## src/rtl/uart_pkg.sv

```systemverilog
// Shared types and constants for the Hamming-encoded UART transmit path.
package uart_pkg;

  localparam int unsigned CODE_W        = 7;
  localparam logic        FRAME_PAD_BIT = 1'b0;
  localparam int unsigned CNT_W         = 8;

  typedef enum logic [2:0] {
    IDLE         = 3'd0,
    ENCODE       = 3'd1,
    WAIT_ENC     = 3'd2,
    LAUNCH       = 3'd3,
    WAIT_BUSY_HI = 3'd4,
    WAIT_BUSY_LO = 3'd5
  } sched_state_t;

  function automatic int unsigned wrap_inc(input int unsigned idx, input int unsigned n);
    int unsigned nxt;
    nxt = idx + 32'd1;
    if (nxt >= n) begin
      nxt = 32'd0;
    end else begin
      nxt = nxt;
    end
    return nxt;
  endfunction

endpackage

```

## src/rtl/rr_arbiter.sv

```systemverilog
// Combinational round-robin pick: first valid requester at or above ptr, wrapping.
module rr_arbiter
  import uart_pkg::*;
#(
  parameter int unsigned NUM_REQ = 4,
  parameter int unsigned IDX_W   = $clog2(NUM_REQ)
) (
  input  logic [NUM_REQ-1:0] req_valid,
  input  logic [IDX_W-1:0]   ptr,
  output logic [NUM_REQ-1:0] grant,
  output logic [IDX_W-1:0]   grant_idx,
  output logic               grant_vld
);

  logic take_s;

  // Offsets are scanned in priority order; once one hits, later offsets are masked.
  always_comb begin
    grant     = {NUM_REQ{1'b0}};
    grant_idx = {IDX_W{1'b0}};
    grant_vld = 1'b0;
    take_s    = 1'b0;
    for (int unsigned k = 0; k < NUM_REQ; k++) begin
      for (int unsigned i = 0; i < NUM_REQ; i++) begin
        take_s    = !grant_vld && req_valid[i] && (i == ((32'(ptr) + k) % NUM_REQ));
        grant[i]  = grant[i] | take_s;
        grant_idx = take_s ? IDX_W'(i) : grant_idx;
        grant_vld = grant_vld | take_s;
      end
    end
  end

endmodule

```

## src/rtl/uart_tx_scheduler.sv

```systemverilog
// Shares one Hamming(7,4) encoder and one UART transmitter among NUM_REQ nibble
// sources, one frame at a time, with round-robin fairness and stall timeouts.
module uart_tx_scheduler
  import uart_pkg::*;
#(
  parameter int unsigned NUM_REQ = 4,
  parameter int unsigned TIMEOUT = 255,
  localparam int unsigned ID_W   = $clog2(NUM_REQ)
) (
  input  logic                 clk,
  input  logic                 rst,
  input  logic [NUM_REQ-1:0]   req_valid,
  input  logic [4*NUM_REQ-1:0] req_data,
  output logic [NUM_REQ-1:0]   req_ready,
  output logic                 enc_ena,
  output logic [3:0]           enc_data,
  input  logic [CODE_W-1:0]    enc_code,
  input  logic                 enc_valid,
  output logic                 uart_start,
  output logic [7:0]           uart_data,
  input  logic                 uart_busy,
  output logic [ID_W-1:0]      grant_id,
  output logic                 active,
  output logic [7:0]           frames_sent,
  output logic                 err_timeout,
  input  logic                 err_clr
);

  localparam logic [CNT_W-1:0] TMO_LAST = CNT_W'(TIMEOUT - 1);

  sched_state_t       state_r, next_state_s;
  logic [ID_W-1:0]    ptr_r, grant_id_r, arb_idx_s;
  logic [NUM_REQ-1:0] arb_grant_s;
  logic               arb_vld_s;
  logic [3:0]         win_nibble_s, enc_data_r;
  logic [7:0]         uart_data_r, frames_r;
  logic [CNT_W-1:0]   tmo_cnt_r;
  logic               tmo_hit_s, timeout_s, done_s, ret_idle_s;
  logic               enc_ena_r, uart_start_r, active_r, err_r;

  rr_arbiter #(
    .NUM_REQ (NUM_REQ),
    .IDX_W   (ID_W)
  ) u_arb (
    .req_valid (req_valid),
    .ptr       (ptr_r),
    .grant     (arb_grant_s),
    .grant_idx (arb_idx_s),
    .grant_vld (arb_vld_s)
  );

  // Ready is gated by rst so the reset state is visible even while sources are requesting.
  assign req_ready = (state_r == IDLE && !rst) ? arb_grant_s : {NUM_REQ{1'b0}};

  // One-hot grant selects the winning nibble without a variable part-select.
  always_comb begin
    win_nibble_s = 4'h0;
    for (int unsigned i = 0; i < NUM_REQ; i++) begin
      win_nibble_s = win_nibble_s | (req_data[4*i +: 4] & {4{arb_grant_s[i]}});
    end
  end

  assign tmo_hit_s  = (tmo_cnt_r == TMO_LAST);
  assign ret_idle_s = (state_r != IDLE) && (next_state_s == IDLE);

  // Next-state logic plus the timeout and frame-complete events.
  always_comb begin
    next_state_s = state_r;
    timeout_s    = 1'b0;
    done_s       = 1'b0;
    case (state_r)
      IDLE: begin
        if (arb_vld_s) begin
          next_state_s = ENCODE;
        end else begin
          next_state_s = IDLE;
        end
      end
      ENCODE: next_state_s = WAIT_ENC;
      WAIT_ENC: begin
        if (enc_valid) begin
          next_state_s = LAUNCH;
        end else if (tmo_hit_s) begin
          next_state_s = IDLE;
          timeout_s    = 1'b1;
        end else begin
          next_state_s = WAIT_ENC;
        end
      end
      LAUNCH: next_state_s = WAIT_BUSY_HI;
      WAIT_BUSY_HI: begin
        if (uart_busy) begin
          next_state_s = WAIT_BUSY_LO;
        end else if (tmo_hit_s) begin
          next_state_s = IDLE;
          timeout_s    = 1'b1;
        end else begin
          next_state_s = WAIT_BUSY_HI;
        end
      end
      WAIT_BUSY_LO: begin
        if (!uart_busy) begin
          next_state_s = IDLE;
          done_s       = 1'b1;
        end else begin
          next_state_s = WAIT_BUSY_LO;
        end
      end
      default: next_state_s = IDLE;
    endcase
  end

  // State register and the pulse/level outputs, registered from the next state.
  always_ff @(posedge clk or posedge rst) begin
    if (rst) begin
      state_r      <= IDLE;
      enc_ena_r    <= 1'b0;
      uart_start_r <= 1'b0;
      active_r     <= 1'b0;
    end else begin
      state_r      <= next_state_s;
      enc_ena_r    <= (next_state_s == ENCODE);
      uart_start_r <= (next_state_s == LAUNCH);
      active_r     <= (next_state_s != IDLE);
    end
  end

  // Grant bookkeeping and the data held toward encoder and transmitter.
  always_ff @(posedge clk or posedge rst) begin
    if (rst) begin
      grant_id_r  <= {ID_W{1'b0}};
      ptr_r       <= {ID_W{1'b0}};
      enc_data_r  <= 4'h0;
      uart_data_r <= 8'h00;
    end else begin
      if (state_r == IDLE && arb_vld_s) begin
        grant_id_r <= arb_idx_s;
        enc_data_r <= win_nibble_s;
      end
      if (state_r == WAIT_ENC && enc_valid) begin
        uart_data_r <= {FRAME_PAD_BIT, enc_code};
      end
      if (ret_idle_s) begin
        ptr_r <= ID_W'(wrap_inc(32'(grant_id_r), NUM_REQ));
      end
    end
  end

  // Stall counter, completed-frame counter and sticky timeout flag (set beats clear).
  always_ff @(posedge clk or posedge rst) begin
    if (rst) begin
      tmo_cnt_r <= {CNT_W{1'b0}};
      frames_r  <= 8'h00;
      err_r     <= 1'b0;
    end else begin
      if (state_r == ENCODE || state_r == LAUNCH) begin
        tmo_cnt_r <= {CNT_W{1'b0}};
      end else if ((state_r == WAIT_ENC && !enc_valid) ||
                   (state_r == WAIT_BUSY_HI && !uart_busy)) begin
        tmo_cnt_r <= tmo_cnt_r + CNT_W'(1);
      end
      if (done_s) begin
        frames_r <= frames_r + 8'd1;
      end
      if (timeout_s) begin
        err_r <= 1'b1;
      end else if (err_clr) begin
        err_r <= 1'b0;
      end
    end
  end

  assign enc_ena     = enc_ena_r;
  assign enc_data    = enc_data_r;
  assign uart_start  = uart_start_r;
  assign uart_data   = uart_data_r;
  assign grant_id    = grant_id_r;
  assign active      = active_r;
  assign frames_sent = frames_r;
  assign err_timeout = err_r;

endmodule

```

## config.mk

```make
export PLATFORM = sky130hd
export DESIGN_NAME = uart_tx_scheduler
export DESIGN_NICKNAME = d
export VERILOG_FILES = /design/src/rtl/uart_pkg.sv /design/src/rtl/rr_arbiter.sv /design/src/rtl/uart_tx_scheduler.sv
export SDC_FILE = /design/constraint.sdc
export NUM_CORES = 1
export LEC_CHECK = 0
export BUFFER_PORTS_ARGS = -buffer_cell sky130_fd_sc_hd__clkbuf_2
export CORE_UTILIZATION = 30
export CTS_CLUSTER_DIAMETER = 120
export DETAILED_ROUTE_END_ITERATION = 8
export SETUP_SLACK_MARGIN = 0.02
export SYNTH_ARGS = -nofsm -noshare
export SYNTH_HDL_FRONTEND = slang
export SYNTH_SLANG_ARGS = --single-unit
export TNS_END_PERCENT = 100
```

## constraint.sdc

```tcl
create_clock -name clk -period 3.7 [get_ports clk]
set_input_delay 0.555 -clock clk [delete_from_list [all_inputs] [get_ports clk]]
set_output_delay 0.555 -clock clk [all_outputs]
set_load 0.005 [all_outputs]
```

== Word level (Yosys, flattened, before mapping) ==
Cells that the tools add are included.
Widths: inputs -> output; s select.
Word-level totals
  bits in registers: 38
  output and inout port bits: 30
  input bits: 32
  logic and storage cells: 173
Cells by class
  reduce and logical (&&, ||, !) cells: 67
  $add $sub $neg: 6
  bitwise logic cells: 34
  eq/ne operators: 20
  muxes and demuxes: 34
  $lt $le $gt $ge: 1
Operators with widths (number)
  $logic_not 32->1: 4
  $logic_and 1x1->1: 37
  $mux 2: 17
  $or 1x1->1: 27
  $logic_not 1->1: 18
  $pmux 3 s6: 1
  $add 8x1->8 const B: 2
  $and 4x4->4: 4
  $eq 2x2->1 const A: 8
  $mux 8: 2
  $or 4x4->4: 3
  $eq 3x2->1 const B: 3
  $mux 1: 9
  $mux 3: 3
  $eq 1x2->1 const A: 4
  $eq 8x8->1 const B: 1
  $eq 3x1->1 const B: 2
  $eq 3x3->1 const B: 2
  $logic_not 3->1: 2
  $reduce_bool 3->1: 2
  $add 2x2->2 const B: 2
  $mux 4: 1
  $reduce_bool 2->1: 2
  $add 2x1->3 const B: 1
  4 further kinds: 5

== Depth between registers and ports, before layout ==
Gate-level depths: netlist of the first run.
  word-level depth: 66
  mapped depth: 6
  depth with buffers taken out: 5

== Hierarchy ==
From an unflattened synthesis of the first run, not the netlist that was laid out.
Second synthesis, totals
  cell total of the unflattened synthesis: 190
  area, all modules: 1985.7 µm²
By module, submodules not included
  uart_tx_scheduler: sequential area each 950.9 µm², area an instance 1783.0 µm², cells an instance 156, instances 1
  rr_arbiter: sequential area each 0.0 µm², area an instance 202.7 µm², cells an instance 34, instances 1

== Worst setup path before layout of the first run ==
OpenSTA, ideal clock, no wires.
  path type: input port to output port
  from: in rst
  to: out req_ready[0]
  stages: 3
  required time: 3.145 ns
  slack: 1.422 ns
  data arrival time: 1.723 ns
  cells stage by stage: inv_1 -> nand2_1 -> nor2_1
On the way
  longest elaborated chain between the ends: 3
RTL lines
  start: declaration: line uart_tx_scheduler.sv:11  | input logic rst,
  $logic_not 1->1 (no line)
  $logic_and 1x1->1: line uart_tx_scheduler.sv:53  | assign req_ready = (state_r == IDLE && !rst) ? arb_grant_s : {NUM_REQ{1'b0}};
  $mux 4: line uart_tx_scheduler.sv:53
  end: declaration: line uart_tx_scheduler.sv:14  | output logic [NUM_REQ-1:0] req_ready,
No other way between the ends.

== Worst setup path in the final report of the first run ==
  from: in req_valid[0]
  to: out req_ready[2]
On the way
  longest elaborated chain between the ends: 58
RTL lines
  start: declaration: line uart_tx_scheduler.sv:12  | input logic [NUM_REQ-1:0] req_valid,
  $logic_and 1x1->1: line rr_arbiter.sv:25  | take_s = !grant_vld && req_valid[i] && (i == ((32'(ptr) + k) % NUM_REQ));
  $logic_not 1->1: line rr_arbiter.sv:25
  $logic_and 1x1->1 (2 in series): line rr_arbiter.sv:25
  $or 1x1->1: line rr_arbiter.sv:28  | grant_vld = grant_vld | take_s;
  $logic_not 1->1: line rr_arbiter.sv:25
  $logic_and 1x1->1 (2 in series): line rr_arbiter.sv:25
  $or 1x1->1: line rr_arbiter.sv:28
  $logic_not 1->1: line rr_arbiter.sv:25
  (+38 left out)
  $or 1x1->1: line rr_arbiter.sv:28
  $logic_not 1->1: line rr_arbiter.sv:25
  $logic_and 1x1->1 (2 in series): line rr_arbiter.sv:25
  $or 1x1->1: line rr_arbiter.sv:28
  $logic_not 1->1: line rr_arbiter.sv:25
  $logic_and 1x1->1 (2 in series): line rr_arbiter.sv:25
  $or 1x1->1 (*): line rr_arbiter.sv:26  | grant[i] = grant[i] | take_s;
  $mux 4 (*): line uart_tx_scheduler.sv:53
Mark *: on every way between the ends. The rest lies on a longest branch, timed or not.

==> flow_metrics.tcl, run 1 <==
set metrics [dict create \
    ioPinCount 62 \
    synth_edf_count 0 \
    synth_fp_nets 230 \
    coreArea_um2 6459 \
    track_usage 0.1281 \
    syn_inst 194 \
    ys_types 45 \
    seq_area_frac_synth 0.4663 \
    cts.sinks 38 \
    post_cts_resize_count 0 \
    skew_ps 9.446 \
    endpoint_kind "output pin" \
    maxSlewHeadroom 0.5618 \
    cpLargestDelayFamily "compound AO/OA/AOI/OAI gates" \
    synthArstFlopShare 1.000 \
    violations "design-rule violations" \
    dieArea_um2 7132 \
    p_clk_frac 0.249 \
    intPower_mw 1.134 \
    htreeDepth 2 \
    drt-total-wl_mm 4.508 \
    avgSynthCellArea_um2 10.51 \
    cts_tree "yes" \
    status "finished with violations" \
    critical_path.slowest_cell "o311ai_1" \
    fin_tns_setup_ps 0 \
    drt_pass1_iterations 7 \
    netlist_area_um2 2039 \
    vias_per_cell 5.057 \
    cp_max_fo 14 \
    cts_setup_buffers 0 \
    cts_made_buffers 5 \
    path_buf_inv 2 \
    critical_path_required_ps 3140 \
    diodes 0 \
    cts_max_path_buffers 2 \
    power_switching_mw 0.6140 \
    finish.net_count 290 \
    path_clk_slew_ps 80 \
    row_count 29 \
    drc_errors 8 \
    ir_drop_mv 0.3644 \
    place_congestion 0.8052 \
    max_stage_delay_ps 560 \
    hpwl_mm 3.305 \
    hold_buffers 0 \
    yosysWarnings 0 \
    max_cap_viol_count 0 \
    path_cells "clkbuf_2 > nor2b_1 > o311ai_1 > nand2_1 > nor2_1 > clkbuf_2" \
    crit_path_start_kind "input port" \
    clock_tree.root_cell "clkbuf_8" \
    worst_path_most_repeated_cell "clkbuf_2" \
    seq_area_um2 950.9 \
    critical_path_class "in2out" \
    seq_power_share 0.405 \
    routed-via-count 1679 \
    setup_viol 0 \
    drv_slew 0 \
    post-route-cell-area_um2 2549 \
    grt_pass1_wl_mm 7.279 \
    antenna_found_initial 0 \
    io_buffers 60 \
    post-route-util 0.3946 \
    placed_cell_area_um2 2406 \
    arrival_ps 1890 \
    die_w_um 84.45 \
    power_frac_comb 0.346 \
    fin_crit_sh 0.6617 \
    insertion_delay_ps 290 \
    syn_to_final_growth_pct 24.97 \
    drive_gt1_frac 0.3412 \
    initial_core_util 0.3158 \
    fill_cells 664 \
    min_path_type "in2async" \
    synth-seq-cells 38 \
    swShare 0.3513 \
    post_drt_wl_per_cell_um 13.58 \
    synthFlopType "dfrtp_1" \
    grt_max_degree 22 \
    whs_ps 289.0 \
    overflow 0 \
    dp_slack_ps 1276 \
    setup_slack_ps 1252 \
    power_density_nw_per_um2 685.7 \
    rsz0062_at_grt "false" \
    final-hold-violation-count 0 \
    die_h_um 84.45 \
    multi_input_area_um2 1010 \
    fin_crit_ps 2448 \
    p_leak_nw 1.172 \
    drt-initial-drc-count 75 \
    ant_nets 0 \
    grt_pass1_vias 1520 \
    worst_pin_slew_ps 647.1 \
    max_freq_mhz 408.5 \
]
-- metrics by stage --
step / cells / power, mW
3_3_place_gp: 324 / 1.310
5_1_grt: 332 / 1.864
3_5_place_dp: 324 / 1.324
6_report: 332 / 1.748
2_1_floorplan: 194 / 1.105
4_1_cts: 332 / 1.766
-- cell families (layout without fill, tap and decap cells) --
group	count (synthesis)	after routing	synth area share
XOR/XNOR	12	12	0.05153
adder cells (fa/ha/maj)	4	4	0.02454
multiplexers	13	13	0.06994
AO/OA/AOI/OAI	40	40	0.1601
other	1	1	0.001839
buffers and inverters	18	79	0.03864
AND/OR/NAND/NOR	68	68	0.1871
flip-flops	38	38	0.4663
-- area by class of cell --
type | instances | area share
Multi-Input combinational cell | 138 | 0.3962
Sequential cell | 38 | 0.3731
Timing Repair Buffer | 62 | 0.1237
Tap cell | 77 | 0.03780
Clock buffer | 6 | 0.03240
Clock inverter | 2 | 0.02356
Inverter | 9 | 0.01325
-- synth_stat cells (5+ instances only) --
| cell | n | area share |
|---|---|---|
| dfrtp_1 | 38 | 0.47 |
| nor2_1 | 16 | 0.029 |
| nand2_1 | 13 | 0.024 |
| mux2_2 | 10 | 0.055 |
| xnor2_1 | 10 | 0.043 |
| inv_1 | 8 | 0.015 |
| a31oi_1 | 7 | 0.021 |
| nand3_1 | 7 | 0.017 |
| nand4_1 | 6 | 0.018 |
| o21ai_0 | 6 | 0.015 |
| a21oi_1 | 5 | 0.012 |
| nor2b_1 | 5 | 0.015 |
-- metal layers --
| layer | GRT usage | routed length [µm] |
|---|---|---|
| met5 | 0 | 0 |
| met2 | 0.2034 | 2068 |
| met3 | 0.03147 | 259 |
| met4 | 0.04622 | 41 |
| met1 | 0.1703 | 2138 |
-- sequential cells by signal, indices dropped and copies added (netlist names) --
name,flops
uart_data,7
state_r,3
enc_ena,1
enc_data,4
uart_start,1
frames_sent,8
err_timeout,1
active,1
grant_id,2
ptr_r,2
tmo_cnt_r,8
-- path summary, 6_finish.rpt --
path                                 from              to  slack, ps  cells after the start
hold / removal                        rst     grant_id[1]        290                      3
max in group asynchronous             rst    uart_data[1]       3180                      3
setup reg to reg               state_r[0]     grant_id[0]       1680                      5
hold reg to reg            frames_sent[7]  frames_sent[7]        480                      1
setup / recovery             req_valid[0]    req_ready[2]       1250                      6
min in group clk                  err_clr     err_timeout        450                      2
-- layout by cell type, fill, tap and decap left out, types with 5 or more instances in the layout --
cell type and instances:
clkbuf_2 60, dfrtp_1 38, clkbuf_8 6, nand2_1 13, nor2_1 16, a21oi_1 5, nand3_1 7, mux2_2 10
xnor2_1 10, nand4_1 6, a31oi_1 7, o21ai_0 6, inv_1 8, nor2b_1 5
-- worst min-delay path: stages --
cell	delay, ps
clkbuf_2	80
inv_1	60
buf_4	270
-- power groups by stage --
stage                     logic [mW]  registers [mW]  clock network [mW]
final                          0.605           0.708               0.434
after global routing           0.670           0.731               0.464
after detailed placement       0.610           0.714                   0
after floorplan                0.456           0.650                   0
after CTS                      0.610           0.708               0.448
after global placement         0.598           0.712                   0
No activity file was read; power rests on OpenSTA's default activity.
==> inputs of run 2 (changes only) <==
==> constraint.sdc (replaced) <==
create_clock -name clk -period 2.4 [get_ports clk]
set_input_delay 0.36 -clock clk [delete_from_list [all_inputs] [get_ports clk]]
set_output_delay 0.36 -clock clk [all_outputs]
set_load 0.005 [all_outputs]
==> run 2 against run 1 <==
First-iteration DRC count up 52%; final cell count up 0.90%; sequential power up 51%; flip-flop and latch count unchanged; clock power up 28%; die area unchanged; sequential share of layout area up 0.055 points; combinational power up 64%; the run still ends with design-rule violations left; global-route usage up 1.0 points; register-to-register slack worse by 1300 ps.
==> flow_metrics.tcl, run 2 (synthesis results as in run 1) <==
set metrics [dict create \
    total_power_mw 2.613 \
    ir_drop_mv 0.3993 \
    grt_pass1_wl_mm 7.866 \
    crit_path_start_kind "register" \
    track_usage 0.1382 \
    cp_max_fo 12 \
    drv_slew 0 \
    finish.net_count 293 \
    multi_input_area_um2 1010 \
    grt_max_degree 35 \
    setup_viol 0 \
    worst_pin_slew_ps 675.4 \
    coreArea_um2 6459 \
    instances_no_fill 335 \
    max_cap_viol_count 0 \
    row_count 29 \
    drt-initial-drc-count 114 \
    path_clk_slew_ps 80 \
    diodes 0 \
    final-hold-violation-count 0 \
    drive_gt1_frac 0.3450 \
    min_path_cells 2 \
    power_density_nw_per_um2 1027 \
    critical_path_class "reg2out" \
    rrSetupSlack_ps 390 \
    endpoint_kind "output pin" \
    cts_tree "yes" \
    initial_core_util 0.3158 \
    fill_cells 640 \
    routed-via-count 1690 \
    cts.sinks 38 \
    reg2regPathDepth 5 \
    dieArea_um2 7132 \
    arrival_ps 1870 \
    io_buffers 60 \
    ant_nets 0 \
    dp.cells 326 \
    hold_path_end "err_timeout" \
    status "finished with violations" \
    min_from "err_clr" \
    post_drt_wl_per_cell_um 13.91 \
    critical_path_required_ps 2040 \
    hpwl_mm 3.434 \
    fin_crit_sh 0.9276 \
    antenna_found_initial 0 \
    min_path_type "in2reg" \
    die_h_um 84.45 \
    insertion_delay_ps 290 \
    fin_crit_ps 2226 \
    cts_setup_buffers 0 \
    vias_per_cell 5.045 \
    r2r_end "enc_data[1]" \
    overflow 0 \
    ioPinCount 62 \
    syn_to_final_growth_pct 24.79 \
    cts_made_buffers 5 \
    setup_slack_ps 173.9 \
    post-route-util 0.3940 \
    final_cell_mix "clkbuf_2, dfrtp_1, nor2_1, nand2_1" \
    maxSlewHeadroom 0.5426 \
    max_freq_mhz 449.2 \
    fin_tns_setup_ps 0 \
    htreeDepth 2 \
    seq_area_um2 950.9 \
    die_w_um 84.45 \
    crit-reg2reg-launch "state_r[0]" \
    grt_pass1_vias 1633 \
    violations "design-rule violations" \
    cts_max_path_buffers 2 \
    place_congestion 0.8089 \
    dp_slack_ps 404.2 \
    clock_tree.root_cell "clkbuf_8" \
    drt-total-wl_mm 4.660 \
    rsz0062_at_grt "false" \
    drt_pass1_iterations 7 \
    skew_ps 8.029 \
    p_leak_nw 1.165 \
    drc_errors 7 \
    mostFrequentLayoutCell "clkbuf_2" \
]
-- run 2: routing by layer --
metal  part of all wire  track usage  vias to the layer above  routed length [µm]
met5                  0            0                        -                   0
met4              0.012      0.05393                        0                  56
met3              0.057      0.03147                        4                 266
met2               0.45       0.2094                       64                2080
met1               0.48       0.1919                      790                2257
li1                   -            -                      832                   -
-- run 2: worst max-delay path by stage --
| stage | cells past startpoint | start | end | slack (ps) |
|---|---|---|---|---|
| global route | 4 | state_r[0] | req_ready[3] | 20 |
| finish | 4 | state_r[0] | req_ready[2] | 170 |
| global placement | 5 | state_r[0] | enc_data[1] | 430 |
| CTS | 4 | state_r[0] | req_ready[2] | 160 |
| detailed placement | 5 | state_r[0] | grant_id[1] | 400 |
| floorplan | 3 | rst | req_ready[0] | 510 |
-- run 2: repair_timing --
item / in CTS / in global routing
gates resized for setup: 0 / 0
endpoints found under the hold margin: 4 / 0
hold buffers: 1 / 0
-- run 2: layout make-up --
cell class / instances / area share
Inverter: 9 / 0.01327
Clock buffer: 5 / 0.02704
Sequential cell: 38 / 0.3736
Tap cell: 77 / 0.03786
Multi-Input combinational cell: 138 / 0.3968
Timing Repair Buffer: 65 / 0.1337
Clock inverter: 3 / 0.01770
-- run 2: stage by stage --
step	hold WS (ps)	area [µm²]
2_1_floorplan	458.9	2039
3_3_place_gp	285.6	2421
3_5_place_dp	281.1	2421
4_1_cts	247.6	2545
5_1_grt	252.9	2545
6_report	253.0	2545
-- run 2: critical path, stage by stage, from the launching register on --
cell	delay, ps
dfrtp_1	580
nor3_1	570
nand2_1	170
nor2_1	130
clkbuf_2	120
-- run 2: power by group --
group          total [mW]  switching, mW  internal [mW]
Sequential           1.07          0.219          0.847
Clock               0.556          0.247          0.309
Combinational       0.992          0.513          0.479
==> inputs of run 3 (changes only) <==
--- a/config.mk
+++ b/config.mk
@@ -5,10 +5,10 @@
 export SDC_FILE = /design/constraint.sdc
 export NUM_CORES = 1
 export LEC_CHECK = 0
-export BUFFER_PORTS_ARGS = -buffer_cell sky130_fd_sc_hd__clkbuf_2
 export CORE_UTILIZATION = 30
 export CTS_CLUSTER_DIAMETER = 120
 export DETAILED_ROUTE_END_ITERATION = 8
+export DONT_BUFFER_PORTS = 1
 export SETUP_SLACK_MARGIN = 0.02
 export SYNTH_ARGS = -nofsm -noshare
 export SYNTH_HDL_FRONTEND = slang
==> run 3 against run 2 <==
Sequential share of layout area is 5.5 points higher; worst hold slack worse by 250 ps; highest routed layer unchanged; maximum frequency is 11% higher; combinational power is 22% lower; the flow still finishes with violations (design-rule violations); design area is 13% lower; first-iteration DRC count is 19% higher; sequential power is 6% higher; wire length is 4.8% lower.
==> flow_metrics.tcl, run 3 (synthesis results as in run 1) <==
set metrics [dict create \
    drv_slew 0 \
    setup_viol 0 \
    max_stage_delay_ps 560 \
    arrival_ps 1640 \
    fin_tns_setup_ps 0 \
    endpoint_kind "output pin" \
    diodes 0 \
    max_cap_viol_count 0 \
    hold_buffers 0 \
    rrSetupSlack_ps 540 \
    clock_tree.root_cell "clkbuf_8" \
    drt_pass1_iterations 6 \
    critical_path_class "reg2out" \
    hpwl_mm 3.243 \
    path_buf_inv 0 \
    drt-initial-drc-count 136 \
    insertion_delay_ps 290 \
    crit_path_start_kind "register" \
    finish.net_count 233 \
    final-hold-violation-count 0 \
    r2r_end "state_r[0]" \
    placed_cell_area_um2 2128 \
    reg2regPathDepth 4 \
    final_cell_mix "dfrtp_1, nor2_1, nand2_1, xnor2_1, mux2_2" \
    fin_crit_sh 0.8348 \
    maxSlewHeadroom 0.5409 \
    instances_no_fill 275 \
    skew_ps 6.287 \
    post_drt_wl_per_cell_um 16.13 \
    ir_drop_mv 0.4841 \
    p_leak_nw 0.9087 \
    io_buffers 0 \
    cts.sinks 38 \
    min_path_type "in2async" \
    place_congestion 0.8350 \
    post_cts_resize_count 0 \
    track_usage 0.1323 \
    cts_max_path_buffers 2 \
    cts_made_buffers 5 \
    path_depth 4 \
    syn_to_final_growth_pct 8.834 \
    grt_pass1_wl_mm 7.438 \
    violations "design-rule violations" \
    vias_per_cell 5.440 \
    die_w_um 84.45 \
    ioPinCount 62 \
    path_clk_slew_ps 70 \
    cts_tree "yes" \
    status "finished with violations" \
    antenna_found_initial 0 \
    power_density_nw_per_um2 1058 \
    coreArea_um2 6459 \
    path_cells "nor2b_1 > o21bai_1 > nand3_1 > nor2_1" \
    drt-total-wl_mm 4.435 \
    row_count 29 \
    grt_pass1_vias 1546 \
    fin_crit_ps 2004 \
    cp_max_fo 12 \
    mostFrequentLayoutCell "dfrtp_1" \
    rsz0062_at_grt "false" \
    drive_gt1_frac 0.1465 \
    total_power_mw 2.348 \
    whs_ps 2.958 \
    grt_max_degree 21 \
    htreeDepth 2 \
    worst_pin_slew_ps 685.7 \
    crit-reg2reg-launch "state_r[0]" \
    cpLargestDelayFamily "flip-flops" \
    cts_setup_buffers 0 \
    routed-via-count 1496 \
    initial_core_util 0.3158 \
    post-route-cell-area_um2 2220 \
    dp.cells 267 \
    ant_nets 0 \
    overflow 0 \
    dieArea_um2 7132 \
    drc_errors 7 \
    max_freq_mhz 499.1 \
    critical_path_required_ps 2040 \
    die_h_um 84.45 \
    critical_path.slowest_cell "dfrtp_1" \
]
[run 3: worst max path at each step]
stage	slack (ps)	start	endpoint
after floorplan	510	rst	req_ready[0]
after global placement	510	state_r[0]	state_r[0]
after detailed placement	560	state_r[0]	state_r[0]
after CTS	420	ptr_r[1]	req_ready[3]
after global routing	260	ptr_r[1]	req_ready[3]
final	400	ptr_r[1]	req_ready[3]
[run 3: layer usage]
| layer | vias to the layer above | global-route usage | routed length (µm) |
|---|---|---|---|
| li1 | 708 | - | - |
| met1 | 728 | 0.1694 | 1971 |
| met2 | 55 | 0.2064 | 1975 |
| met3 | 5 | 0.04916 | 436 |
| met4 | 0 | 0.04622 | 52 |
| met5 | - | 0 | 0 |
[run 3: power breakdown]
part	total, mW	internal [mW]	switching [mW]
Combinational	0.770	0.379	0.391
Sequential	1.13	0.848	0.281
Clock	0.449	0.232	0.217
[run 3: layout make-up]
type / count / area [µm²]
clock inverter: 1 / 5.005
timing repair buffer: 5 / 37.54
clock buffer: 7 / 86.33
sequential: 38 / 950.9
tap: 77 / 96.34
fill: 675 / 4239
inverter: 9 / 33.78
multi-input combinational: 138 / 1010
[run 3: per-stage QoR]
stage	worst slack [ps]	util
after floorplan	511.8	-
after global placement	511.5	0.3295
final	396.4	0.3437
after global routing	255.4	0.3437
after detailed placement	562.7	0.3295
after CTS	420.6	0.3437
